### src/rtl/cpu7_dmw_xlat.sv
// Per-channel address translation for the itlb/dtlb tlb-cache interface:
// direct-address identity or DMW window mapping, LAT-deep pipeline with cancel.
module cpu7_dmw_xlat #(
   parameter int unsigned NCH    = 2,
   parameter int unsigned VABITS = 32,
   parameter int unsigned PABITS = 32,
   parameter int unsigned NWIN   = 2,
   parameter int unsigned LAT    = 1,
   parameter int unsigned SEGW   = 3
) (
   input  logic                  clk,
   input  logic                  resetn,
   input  logic [NCH-1:0]        tlb_req,
   input  logic [NCH*VABITS-1:0] tlb_vaddr,
   input  logic [NCH-1:0]        tlb_cancel,
   output logic [NCH-1:0]        tlb_finish,
   output logic [NCH-1:0]        tlb_hit,
   output logic [NCH*PABITS-1:0] tlb_paddr,
   output logic [NCH-1:0]        tlb_uncache,
   output logic [NCH*6-1:0]      tlb_exccode,
   input  logic                  crmd_da,
   input  logic                  crmd_datm,
   input  logic                  dmw_wen,
   input  logic [1:0]            dmw_widx,
   input  logic [2*SEGW+1:0]     dmw_wdata,
   output logic [NCH-1:0]        busy
);

   localparam logic [5:0] EXC_TLBR = 6'h3F;

   typedef struct packed {
      logic              hit;
      logic [PABITS-1:0] paddr;
      logic              uc;
      logic [5:0]        exc;
   } res_t;

   logic [NWIN-1:0] win_en_q;
   logic [NWIN-1:0] win_uc_q;
   logic [SEGW-1:0] win_vseg_q [NWIN];
   logic [SEGW-1:0] win_pseg_q [NWIN];

   logic [VABITS-1:0] va [NCH];
   res_t              xl [NCH];

   logic [LAT-1:0] vld_q [NCH];
   res_t           res_q [NCH][LAT];
   logic [LAT-1:0] vld_d [NCH];
   res_t           res_d [NCH][LAT];

   // Window registers; an index beyond NWIN matches no slot and is dropped.
   always_ff @(posedge clk or negedge resetn) begin
      if (!resetn) begin
         win_en_q <= '0;
         win_uc_q <= '0;
         for (int w = 0; w < int'(NWIN); w++) begin
            win_vseg_q[w] <= '0;
            win_pseg_q[w] <= '0;
         end
      end else begin
         for (int w = 0; w < int'(NWIN); w++) begin
            if (dmw_wen && dmw_widx == 2'(w)) begin
               win_en_q[w]   <= dmw_wdata[2*SEGW+1];
               win_uc_q[w]   <= dmw_wdata[2*SEGW];
               win_vseg_q[w] <= dmw_wdata[2*SEGW-1:SEGW];
               win_pseg_q[w] <= dmw_wdata[SEGW-1:0];
            end
         end
      end
   end

   // Translation in the request cycle; descending scan lets the lowest window win.
   always_comb begin
      for (int c = 0; c < int'(NCH); c++) begin
         va[c] = tlb_vaddr[c*VABITS +: VABITS];
         xl[c] = '{hit: 1'b0, paddr: '0, uc: 1'b0, exc: EXC_TLBR};
         if (crmd_da) begin
            xl[c] = '{hit: 1'b1, paddr: va[c][PABITS-1:0], uc: crmd_datm, exc: 6'h00};
         end else begin
            for (int w = int'(NWIN) - 1; w >= 0; w--) begin
               if (win_en_q[w] && win_vseg_q[w] == va[c][VABITS-1 -: SEGW]) begin
                  xl[c] = '{hit: 1'b1,
                            paddr: {win_pseg_q[w], va[c][PABITS-SEGW-1:0]},
                            uc: win_uc_q[w], exc: 6'h00};
               end
            end
         end
      end
   end

   // Stage inputs: stage 0 takes the new request, later stages shift.
   always_comb begin
      for (int c = 0; c < int'(NCH); c++) begin
         vld_d[c]    = '0;
         vld_d[c][0] = tlb_req[c];
         res_d[c][0] = xl[c];
         for (int s = 1; s < int'(LAT); s++) begin
            vld_d[c][s] = vld_q[c][s-1];
            res_d[c][s] = res_q[c][s-1];
         end
      end
   end

   // Last stage is the output register: its result only updates on a finish.
   always_ff @(posedge clk or negedge resetn) begin
      if (!resetn) begin
         for (int c = 0; c < int'(NCH); c++) begin
            vld_q[c] <= '0;
            for (int s = 0; s < int'(LAT); s++) begin
               res_q[c][s] <= '0;
            end
         end
      end else begin
         for (int c = 0; c < int'(NCH); c++) begin
            for (int s = 0; s < int'(LAT); s++) begin
               vld_q[c][s] <= vld_d[c][s] & ~tlb_cancel[c];
               if (s != int'(LAT) - 1 || (vld_d[c][s] && !tlb_cancel[c])) begin
                  res_q[c][s] <= res_d[c][s];
               end
            end
         end
      end
   end

   // busy covers stages still ahead of the finish register.
   always_comb begin
      for (int c = 0; c < int'(NCH); c++) begin
         tlb_finish[c]              = vld_q[c][LAT-1];
         tlb_hit[c]                 = res_q[c][LAT-1].hit;
         tlb_paddr[c*PABITS +: PABITS] = res_q[c][LAT-1].paddr;
         tlb_uncache[c]             = res_q[c][LAT-1].uc;
         tlb_exccode[c*6 +: 6]      = res_q[c][LAT-1].exc;
         busy[c]                    = 1'b0;
         for (int s = 0; s < int'(LAT) - 1; s++) begin
            busy[c] = busy[c] | vld_q[c][s];
         end
      end
   end

endmodule
### config.mk
export PLATFORM = sky130hd
export DESIGN_NAME = cpu7_dmw_xlat
export DESIGN_NICKNAME = d
export VERILOG_FILES = /design/src/rtl/cpu7_dmw_xlat.sv
export SDC_FILE = /design/constraint.sdc
export NUM_CORES = 1
export LEC_CHECK = 0
export ABC_AREA = 0
export BUFFER_PORTS_ARGS = -buffer_cell sky130_fd_sc_hd__buf_2
export CAP_MARGIN = 20
export CORE_AREA = 3 3 91 110
export DETAILED_ROUTE_END_ITERATION = 10
export DIE_AREA = 0 0 94 113
export PLACE_DENSITY = 0.81
export SETUP_SLACK_MARGIN = 0.1
export SYNTH_ARGS = -nofsm -noshare
export SYNTH_HDL_FRONTEND = slang
export SYNTH_SLANG_ARGS = --single-unit
### constraint.sdc
create_clock -name clk -period 1.3 [get_ports clk]
set_input_delay 0.26 -clock clk [delete_from_list [all_inputs] [get_ports clk]]
set_output_delay 0.26 -clock clk [all_outputs]
set_load 0.1 [all_outputs]
## Word level (Yosys, flattened, before mapping)

Cells that the tools add are included.

| cells by class | value |
|---|---|
| equality and inequality tests | 5 |
| mux-type cells | 6 |
| bitwise operators | 4 |
| reduce and logical (&&, ||, !) cells | 11 |

Operators with widths:

| operator | number |
|---|---|
| 40-bit 2-to-1 mux | 6 |
| 3-bit equality test | 4 |
| 1-bit logical AND | 8 |
| 1-bit AND | 2 |
| 2-bit by 1-bit equality test with 1-bit output, second input constant | 1 |
| 1-bit logical NOT | 2 |
| 2-bit logical NOT | 1 |
| 1-bit inverter | 2 |

| word-level totals | value |
|---|---|
| register bits | 98 |
| bits of input ports | 83 |
| output and inout port bits | 84 |
| word-level logic and storage cells | 44 |

## Logic depth before layout (Yosys ltp)

Gate-level depths: netlist (run 1).

| depth | value |
|---|---|
| depth in word-level cells | 5 |
| gate-level depth with buffers | 6 |
| mapped depth without buffers | 5 |

## Worst setup path after synthesis (run 1)

OpenSTA, ideal clock, no wires.

| timing | value |
|---|---|
| kind | reg-to-output |
| start point | register tlb_exccode[4] (netlist name) |
| end point | output port tlb_exccode[1] |
| arrival time | 1.407 ns |
| data required time | 1.040 ns |
| slack | -0.367 ns |
| cell stages (with the launch flop) | 2 |
| buffers on the path | 1 |
| cells stage by stage | dfrtp_1 buf_4 |

RTL lines:

| item | line | RTL |
|---|---|---|
| end, declared | 20 | `output logic [NCH*6-1:0] tlb_exccode,` |

## Worst setup path after layout (run 1)

| timing | value |
|---|---|
| start point | register win_vseg_q[3] (netlist bit) |
| end point | register res_q, in the netlist tlb_paddr[25] |

| between the ends | value |
|---|---|
| word-level cells in the longest chain between the ends | 4 |

Ends and longest elaborated chain:

| item | line | RTL |
|---|---|---|
| start, declared | 40 | `logic [SEGW-1:0] win_vseg_q [NWIN];` |
| start signal, assigned by index | 65 | `win_vseg_q[w] <= dmw_wdata[2*SEGW-1:SEGW];` |
| 3-bit equality test | 81 | `if (win_en_q[w] && win_vseg_q[w] == va[c][VABITS-1 -: SEGW]) begin` |
| 1-bit logical AND | 81 |  |
| 40-bit 2-to-1 mux | 81 |  |
| 40-bit 2-to-1 mux | 77 | `if (crmd_da) begin` |
| end signal, assigned by index | 118 | `res_q[c][s] <= res_d[c][s];` |
| end, declared | 47 | `res_t res_q [NCH][LAT];` |

Every way passes these cells.
A chain may end at the register's enable or synchronous reset.

==> results.cfg, run 1 <==
[status]
status = complete, but fails checks
violations = setup timing

[placement]
dpl-instance-area_um2 = 6108
port_buffers = 164
gp_congestion = 0.8515
dp_hpwl_mm = 8.635

[detailed_routing]
vias_per_cell = 5.045
met2_length_mm = 6.520
antenna_left = 0
wirelength_mm = 11.89
num_vias = 3597
drc_errors = 0
drt-met1-wl_mm = 4.175
top_layer_used = met4
drt_iter0_drc = 270
dr.pass1.iters = 4
met3_length_um = 683
wl_per_cell_um = 16.67

[finish]
diodes = 0
finalCoreUtilization = 0.7348
drive_gt1_frac = 0.4806
final_nets = 671
finalInstanceArea_um2 = 6638
area_growth_pct = 72.69

[floorplanning]
coreArea_um2 = 9034
rows = 38
dieArea_um2 = 10620
ios = 167
dieWidth_um = 94
die_y_um = 113
start_util = 0.4255

[clock_network]
cts_tree = yes
cts.sinks = 88
clk_pin_slew_ns = 0.09
clk_path_buf_depth = 2
cts_root_buffer = clkbuf_8
numCtsBuffers = 9
cts_max_level = 3
clk_latency_ns = 0.37

[timing]
fmax_ghz = 0.6583
hold_viol_final = 0
fin_crit_sh = 1.168
fin_skew_ns = 0.01159
drv_slew = 0
fin_crit_ns = 1.519
setup_ws_ns = -0.2190
rsz0062_at_grt = true
setup_viol = 82

[global_route]
grt_pass1_wl_mm = 18.40
grt_overflow = 0
grt_max_degree = 32
grt_pass1_vias = 3769
grt_use_total = 0.2249
antenna_found_initial = 0

[setup_path]
crit_fanout = 31
r2r_slack_ns = -0.22
cp_data_required_time_ns = 1.54
start_kind = flop
path_class = reg2reg
cp-end-kind = flop
arrival_ns = 1.76

[synthesis]
yosys_warnings = 0
syn_avg_cell_area_um2 = 9.805
synth-seq-area-share = 0.5729
ys_seq_elements = 88
synthCells = 392
syn-cell-area_um2 = 3844
synth.distinct_cells = 35

[power]
pwr-share-clk = 0.155
internal-power_mw = 5.878
switching_power_mw = 4.804
power_frac_seq = 0.341
peakVddDrop_uv = 1274
netSwitchingFraction = 0.4497
p_comb_frac = 0.503
leakage_nw = 3.120
p_per_area_nw_per_um2 = 1609

[hold_path]
hp-class = in2reg

[run]
maxCapViolations = 0
-- routing by layer --
| layer | vias up | global-route usage |
|---|---|---|
| met4 | 0 | 0.1224 |
| met1 | 1745 | 0.2532 |
| li1 | 1676 | - |
| met3 | 35 | 0.04787 |
| met2 | 141 | 0.3927 |
| met5 | - | 0 |
-- synthesized netlist by cell type --
| cell | number | share of area |
|---|---|---|
| or3b_4 | 1 | 0.0029 |
| nor2_1 | 10 | 0.0098 |
| nand2_1 | 119 | 0.12 |
| a21o_2 | 1 | 0.0023 |
| a21o_1 | 1 | 0.0020 |
| dfrtp_1 | 88 | 0.57 |
| clkbuf_1 | 8 | 0.0078 |
| and2_2 | 3 | 0.0059 |
| o211ai_1 | 1 | 0.0020 |
| nand4_1 | 4 | 0.0065 |
| conb_1 | 1 | 0.00098 |
| a31oi_1 | 3 | 0.0049 |
| inv_1 | 8 | 0.0078 |
| a41o_1 | 1 | 0.0026 |
| and4_1 | 1 | 0.0023 |
| nor3b_2 | 1 | 0.0033 |
| a21oi_2 | 1 | 0.0023 |
| buf_4 | 15 | 0.029 |
| xnor2_1 | 12 | 0.027 |
| nand3b_1 | 1 | 0.0020 |
| nand2b_1 | 3 | 0.0049 |
| buf_6 | 3 | 0.0088 |
| nor3_1 | 6 | 0.0078 |
| nor2_4 | 1 | 0.0029 |
| mux2_2 | 15 | 0.044 |
| o21ai_0 | 1 | 0.0013 |
| buf_1 | 3 | 0.0029 |
| inv_2 | 1 | 0.00098 |
| o311ai_0 | 1 | 0.0023 |
| nor4b_4 | 1 | 0.0062 |
| buf_2 | 4 | 0.0052 |
| a21oi_1 | 68 | 0.089 |
| o221a_2 | 3 | 0.0088 |
| and4_4 | 1 | 0.0029 |
| nor2_2 | 1 | 0.0016 |
-- layout by cell type, fill, tap and decap left out, types with 2 or more instances in the layout --
cell type,n
clkbuf_8,10
nor2_1,10
dfrtp_4,2
dfrtp_2,10
nand2b_1,2
and2_2,3
mux2_2,15
buf_6,4
nand4_1,4
clkbuf_1,5
nand2_1,119
xnor2_1,9
buf_12,87
conb_1,2
and4_4,2
o221a_4,3
nor3_2,3
buf_2,81
dfrtp_1,76
buf_4,44
a21oi_1,63
inv_1,8
a21oi_2,5
nor3_4,3
a31oi_1,3
xnor2_2,3
-- layout make-up --
type | instances | area (um2)
clock buffer | 15 | 156.4
clock inverter | 1 | 5.005
fill | 594 | 2396
inverter | 9 | 33.78
multi-input combinational | 263 | 1538
sequential | 88 | 2222
tap | 120 | 150.1
timing repair buffer | 217 | 2532
-- state kept, by name (all words and copies together), names as in the netlist --
register     count
tlb_uncache      2
win_vseg_q       6
win_uc_q         2
tlb_exccode      2
tlb_finish       2
tlb_hit          2
win_pseg_q       6
tlb_paddr       64
win_en_q         2
-- through the flow --
step                hold WS [ns]  setup slack [ns]  total power, mW  instances  TNS (ns)
floorplan               -0.03559          -0.06232            6.733        393    -3.322
global placement          0.1933           -0.1854            8.670        669    -9.247
CTS                       0.1066           -0.1321            10.58        700    -8.432
global route              0.1105           -0.2587            11.06        713    -17.05
detailed placement        0.1988           -0.2224            8.780        669    -11.05
finish                    0.1182           -0.2190            10.68        713    -12.92
-- critical path: stages, from the launching register on --
cell and delay (ns):
dfrtp_2 0.45, xnor2_2 0.14, buf_4 0.15, a41o_1 0.28, nor2_4 0.12, buf_12 0.18, a21oi_1 0.07
-- path summary, 6_finish.rpt --
kind / start / endpoint / cells past startpoint
worst max-delay path: win_vseg_q[3]$_DFFE_PN0P_ / tlb_paddr[25]$_DFFE_PN0P_ / 6
worst min-delay path: tlb_vaddr[17] / tlb_paddr[17]$_DFFE_PN0P_ / 3
worst max register to register: win_vseg_q[3]$_DFFE_PN0P_ / tlb_paddr[25]$_DFFE_PN0P_ / 6
worst min register to register: tlb_uncache[0]$_DFFE_PN0P_ / tlb_uncache[0]$_DFFE_PN0P_ / 2
max in group asynchronous: resetn / tlb_paddr[28]$_DFFE_PN0P_ / 3
min in group asynchronous: resetn / win_pseg_q[3]$_DFFE_PN0P_ / 2
-- what timing repair did --
item,CTS,global route
setup endpoints to repair,152,152
hold buffers,1,0
gates cloned,0,0
endpoints found under the hold margin,22,0
setup buffers,14,13
pin swaps,7,6
gates resized for setup,20,13
-- power groups by stage --
| stage | registers [mW] | logic [mW] | clock network [mW] |
|---|---|---|---|
| 6_report | 3.64 | 5.38 | 1.66 |
| 5_1_grt | 3.69 | 5.55 | 1.82 |
| 4_1_cts | 3.62 | 5.26 | 1.69 |
| 3_5_place_dp | 3.67 | 5.11 | 0 |
| 3_3_place_gp | 3.63 | 5.04 | 0 |
| 2_1_floorplan | 5.57 | 1.17 | 0 |
-- cells by family after synthesis --
logic type                count (synthesis)  synth area share
other                                     1         0.0009756
xor gates and xnor gates                 12           0.02734
buffers and inverters                    42           0.06283
DFF                                      88            0.5729
and+or+nand+nor                         153            0.1751
muxes                                    15           0.04394
AOI/OAI and AO/OA                        81            0.1169
No activity file was read; power rests on OpenSTA's default activity.
==> inputs of run 2 (changes only) <==
- CORE_AREA: 3 3 91 110 -> 3 3 89 108
- DIE_AREA: 0 0 94 113 -> 0 0 92 111
- clock period: 1.3 -> 1.65 ns (I/O delays scaled with it)
==> run 2 against run 1 <==
The flow now finishes without violations. Worst setup slack improved by 0.29 ns. Total power fell by 31%. Clock skew barely moved. Die area fell by 3.9%. Critical path type is now reg2out. Largest cell class is now sequential cells. Highest routed layer unchanged.
==> results.cfg, run 2 (synthesized netlist as in run 1, its figures left out) <==
[floorplanning]
dieWidth_um = 92
die_y_um = 111
ios = 167
rows = 37
dieArea_um2 = 10210
start_util = 0.4464
coreArea_um2 = 8611

[setup_path]
crit_path_cell_trace = buf_2
start_kind = flop
arrival_ns = 1.25
cp-end-kind = output port
path_class = reg2out
crit_fanout = 7
cp_slowest_cell = buf_2
cp_data_required_time_ns = 1.32
path_delay_family = buffers and inverters
crit_path_max_incr_delay_ns = 0.45
critical_path_buf_inv_count = 1

[power]
p_per_area_nw_per_um2 = 1481
peakVddDrop_uv = 576.4
leakage_nw = 2.552

[placement]
dpl-instance-area_um2 = 4752
dp_hpwl_mm = 7.299
port_buffers = 164
pre_cts_slack_ns = 0.04522
gp_congestion = 0.8836

[timing]
hold_slack_ns = 0.01737
fin_tns_setup_ns = 0
setup_ws_ns = 0.07377
fin_crit_ns = 1.576
fin_crit_sh = 0.9553
worst_slew_pin_slew_ns = 0.5179
hold_viol_final = 0
setup_viol = 0
drv_slew = 0
fmax_ghz = 0.6344
relSlewSlack = 0.6571
rsz0062_at_grt = true
fin_skew_ns = 0.01132

[clock_network]
cts_hold_buf = 0
cts.sinks = 88
clk_pin_slew_ns = 0.09
cts_root_buffer = clkbuf_8
cts_tree = yes
clk_path_buf_depth = 2
numCtsBuffers = 9
cts_max_level = 3
clk_latency_ns = 0.35

[finish]
drive_gt1_frac = 0.4025
fillers = 793
diodes = 0
mostFrequentLayoutCells = buf_2 (154), nand2_1 (119), dfrtp_1 (86)
finalInstanceArea_um2 = 5004
layout_commonest_cell = buf_2
final_nets = 632
area_growth_pct = 30.18
largest_register_ffs = 64

[detailed_routing]
vias_per_cell = 5.000
antenna_left = 0
dr.pass1.iters = 4
wl_per_cell_um = 14.51
drt_iter0_drc = 178
wirelength_mm = 9.737
num_vias = 3355
drc_errors = 0

[global_route]
grt_pass1_wl_mm = 16.03
top_usage_layer = met2
grt_max_degree = 89
grt_use_total = 0.1955
grtUsageMet2 = 0.3387
use_met1 = 0.2358
grt_pass1_vias = 3379
grtUsageMet3 = 0.04005
antenna_found_initial = 0
grt_overflow = 0

[hold_path]
hp-class = in2async

[status]
status = finished, final reports clean

[run]
maxCapViolations = 0
[run 2: area by class of cell]
| class | instances | area, um2 | area share |
|---|---|---|---|
| sequential | 88 | 2205 | 0.4406 |
| inverter | 9 | 33.78 | 0.006752 |
| timing repair buffer | 178 | 1001 | 0.2000 |
| clock inverter | 3 | 65.06 | 0.01300 |
| tap | 117 | 146.4 | 0.02926 |
| clock buffer | 13 | 148.9 | 0.02976 |
| multi-input combinational | 263 | 1404 | 0.2806 |
[run 2: what timing repair did]
action,CTS,global route
pin swaps,0,1
hold endpoints to repair,0,0
resized for setup,4,5
setup buffers,0,2
setup endpoints to repair,9,46
[run 2: final timing paths]
kind	start	end	slack [ns]	cells past startpoint
max in group asynchronous	resetn	tlb_exccode[4]$_DFFE_PN0P_	1.28	2
min in group clk	tlb_vaddr[0]	tlb_paddr[0]$_DFFE_PN0P_	0.20	3
setup reg to reg	win_vseg_q[0]$_DFFE_PN0P_	tlb_paddr[37]$_DFFE_PN0P_	0.12	5
setup / recovery	tlb_exccode[4]$_DFFE_PN0P_	tlb_exccode[2]	0.07	1
hold reg to reg	tlb_uncache[0]$_DFFE_PN0P_	tlb_uncache[0]$_DFFE_PN0P_	0.51	2
hold / removal	resetn	tlb_paddr[52]$_DFFE_PN0P_	0.02	2
[run 2: per-layer routing]
metal / wire length, um / up-vias
met5: 0 / -
met4: 250 / 0
met3: 548 / 24
met2: 5087 / 138
met1: 3850 / 1599
li1: - / 1594
[run 2: power breakdown]
| group | internal (mW) | switching [mW] |
|---|---|---|
| Sequential | 2.46 | 0.215 |
| Combinational | 0.568 | 2.56 |
| Clock | 0.895 | 0.716 |
| Total | 3.92 | 3.49 |
[run 2: stage by stage]
step	instances	power, mW	util
floorplan	393	5.257	-
global placement	653	5.772	0.5519
detailed placement	653	5.825	0.5519
CTS	669	7.437	0.5779
global route	671	7.695	0.5811
finish	671	7.409	0.5811
==> inputs of run 3 (changes only) <==
- PLACE_DENSITY: 0.81 -> 0.75
==> run 3 against run 2 <==
Final area up 0.63%. Maximum frequency up 2.3%. Non-clock buffer count up 3. Worst setup slack better by 0.036 ns. Largest cell class unchanged.
==> results.cfg, run 3 (synthesized netlist as in run 1, its figures left out) <==
[floorplanning]
start_util = 0.4464
dieWidth_um = 92
ios = 167
dieArea_um2 = 10210
rows = 37
die_y_um = 111
coreArea_um2 = 8611

[setup_path]
path_delay_family = buffers and inverters
cp_slowest_cell = buf_2
rr_startpoint = win_vseg_q[1]$_DFFE_PN0P_
crit_fanout = 7
critical_path_buf_inv_count = 1
path_class = reg2out
start_kind = flop
crit_path_max_incr_delay_ns = 0.44
crit_path_cell_trace = buf_2
arrival_ns = 1.21
crit_start = tlb_exccode[4]$_DFFE_PN0P_
r2r_slack_ns = 0.16
cp-end-kind = output port
cp_data_required_time_ns = 1.32

[clock_network]
cts_tree = yes
post_cts_buffers = 0
clk_pin_slew_ns = 0.08
cts_root_buffer = clkbuf_8
clk_path_buf_depth = 2
cts_max_level = 3
numCtsBuffers = 9
clk_latency_ns = 0.35
cts.sinks = 88

[power]
leakage_nw = 2.578
internal-power_mw = 3.896
p_comb_frac = 0.425
fin_total_pwr_mw = 7.346
peakVddDrop_uv = 541.5
netSwitchingFraction = 0.4697
power_frac_seq = 0.362
p_per_area_nw_per_um2 = 1459
switching_power_mw = 3.450
pwr-share-clk = 0.213

[global_route]
grt_pass1_wl_mm = 15.20
grt_use_total = 0.1868
grt_pass1_vias = 3136
grt_overflow = 0
antenna_found_initial = 0
grt_max_degree = 48

[finish]
layout_commonest_cell = buf_2
mostFrequentLayoutCells = buf_2 (156), nand2_1 (119), dfrtp_1 (86)
largest_register_ffs = 64
fillers = 771
area_growth_pct = 30.99
finalNonFillerCells = 674
diodes = 0
multiInputGateArea_um2 = 1411
final_nets = 635
regArea_um2 = 2205
drive_gt1_frac = 0.4093
finalCoreUtilization = 0.5847

[timing]
rsz0062_at_grt = true
fmax_ghz = 0.6491
fin_crit_sh = 0.9336
drv_slew = 0
fin_skew_ns = 0.009128
fin_crit_ns = 1.541
fin_tns_setup_ns = 0
setup_viol = 0
hold_viol_final = 0

[placement]
dp_hpwl_mm = 7.205
dp_cells = 657
port_buffers = 164
gp_congestion = 0.8345

[status]
status = finished, final reports clean

[detailed_routing]
dr.pass1.iters = 4
wl_per_cell_um = 13.88
vias_per_cell = 4.892
num_vias = 3297
drt_iter0_drc = 194
drc_errors = 0
wirelength_mm = 9.358
antenna_left = 0

[hold_path]
min_from = dmw_wdata[6]
hp-class = in2reg

[run]
maxCapViolations = 0
-- run 3: metrics by stage --
| stage | hold slack [ns] | instance area, um2 | setup slack, ns |
|---|---|---|---|
| floorplan | 0.03441 | 3850 | 0.2280 |
| global placement | 0.2195 | 4782 | 0.06368 |
| detailed placement | 0.2260 | 4782 | 0.02849 |
| CTS | 0.1787 | 5022 | 0.08176 |
| global route | 0.1803 | 5035 | 0.03952 |
| finish | 0.1943 | 5035 | 0.1095 |
-- run 3: final timing paths --
check / to / cells past startpoint
setup / recovery: tlb_exccode[3] / 1
hold / removal: win_uc_q[0]$_DFFE_PN0P_ / 3
setup reg to reg: tlb_paddr[40]$_DFFE_PN0P_ / 5
hold reg to reg: tlb_hit[1]$_DFFE_PN0P_ / 2
max in group asynchronous: tlb_exccode[4]$_DFFE_PN0P_ / 3
min in group asynchronous: tlb_paddr[59]$_DFFE_PN0P_ / 2
-- run 3: area by class of cell --
class,count,share of cell area
clock buffers,14,0.03628
clock inverters,2,0.006958
inverters,9,0.006710
multi-input cells,263,0.2803
flip-flops and latches,88,0.4379
well taps,117,0.02908
repair buffers,181,0.2028
-- run 3: per-layer routing --
metal | wire length, um | GRT usage
met1 | 3808 | 0.2348
met2 | 4851 | 0.3056
met3 | 535 | 0.04277
met4 | 161 | 0.08424
met5 | 0 | 0
-- run 3: repair_timing --
action                                  in CTS  in global routing
pin swaps                                    0                  1
gates cloned                                 0                  0
hold buffers                                 1                  0
resized for setup                            5                  4
endpoints found under the hold margin       16                  0
endpoints found under the setup margin      11                 39
-- run 3: worst reg2reg max path, stage by stage (launching register included) --
cell and delay (ns):
dfrtp_1 0.42, xnor2_1 0.14, and4_4 0.21, nor4b_4 0.30, buf_12 0.22, a21oi_1 0.07
-- run 3: power by group through the flow --
stage	sequential, mW	clock (mW)	combinational, mW
5_1_grt	2.70	1.72	3.25
3_5_place_dp	2.70	0	3.12
6_report	2.66	1.57	3.12
2_1_floorplan	4.37	0	0.889
3_3_place_gp	2.69	0	3.09
4_1_cts	2.66	1.61	3.13
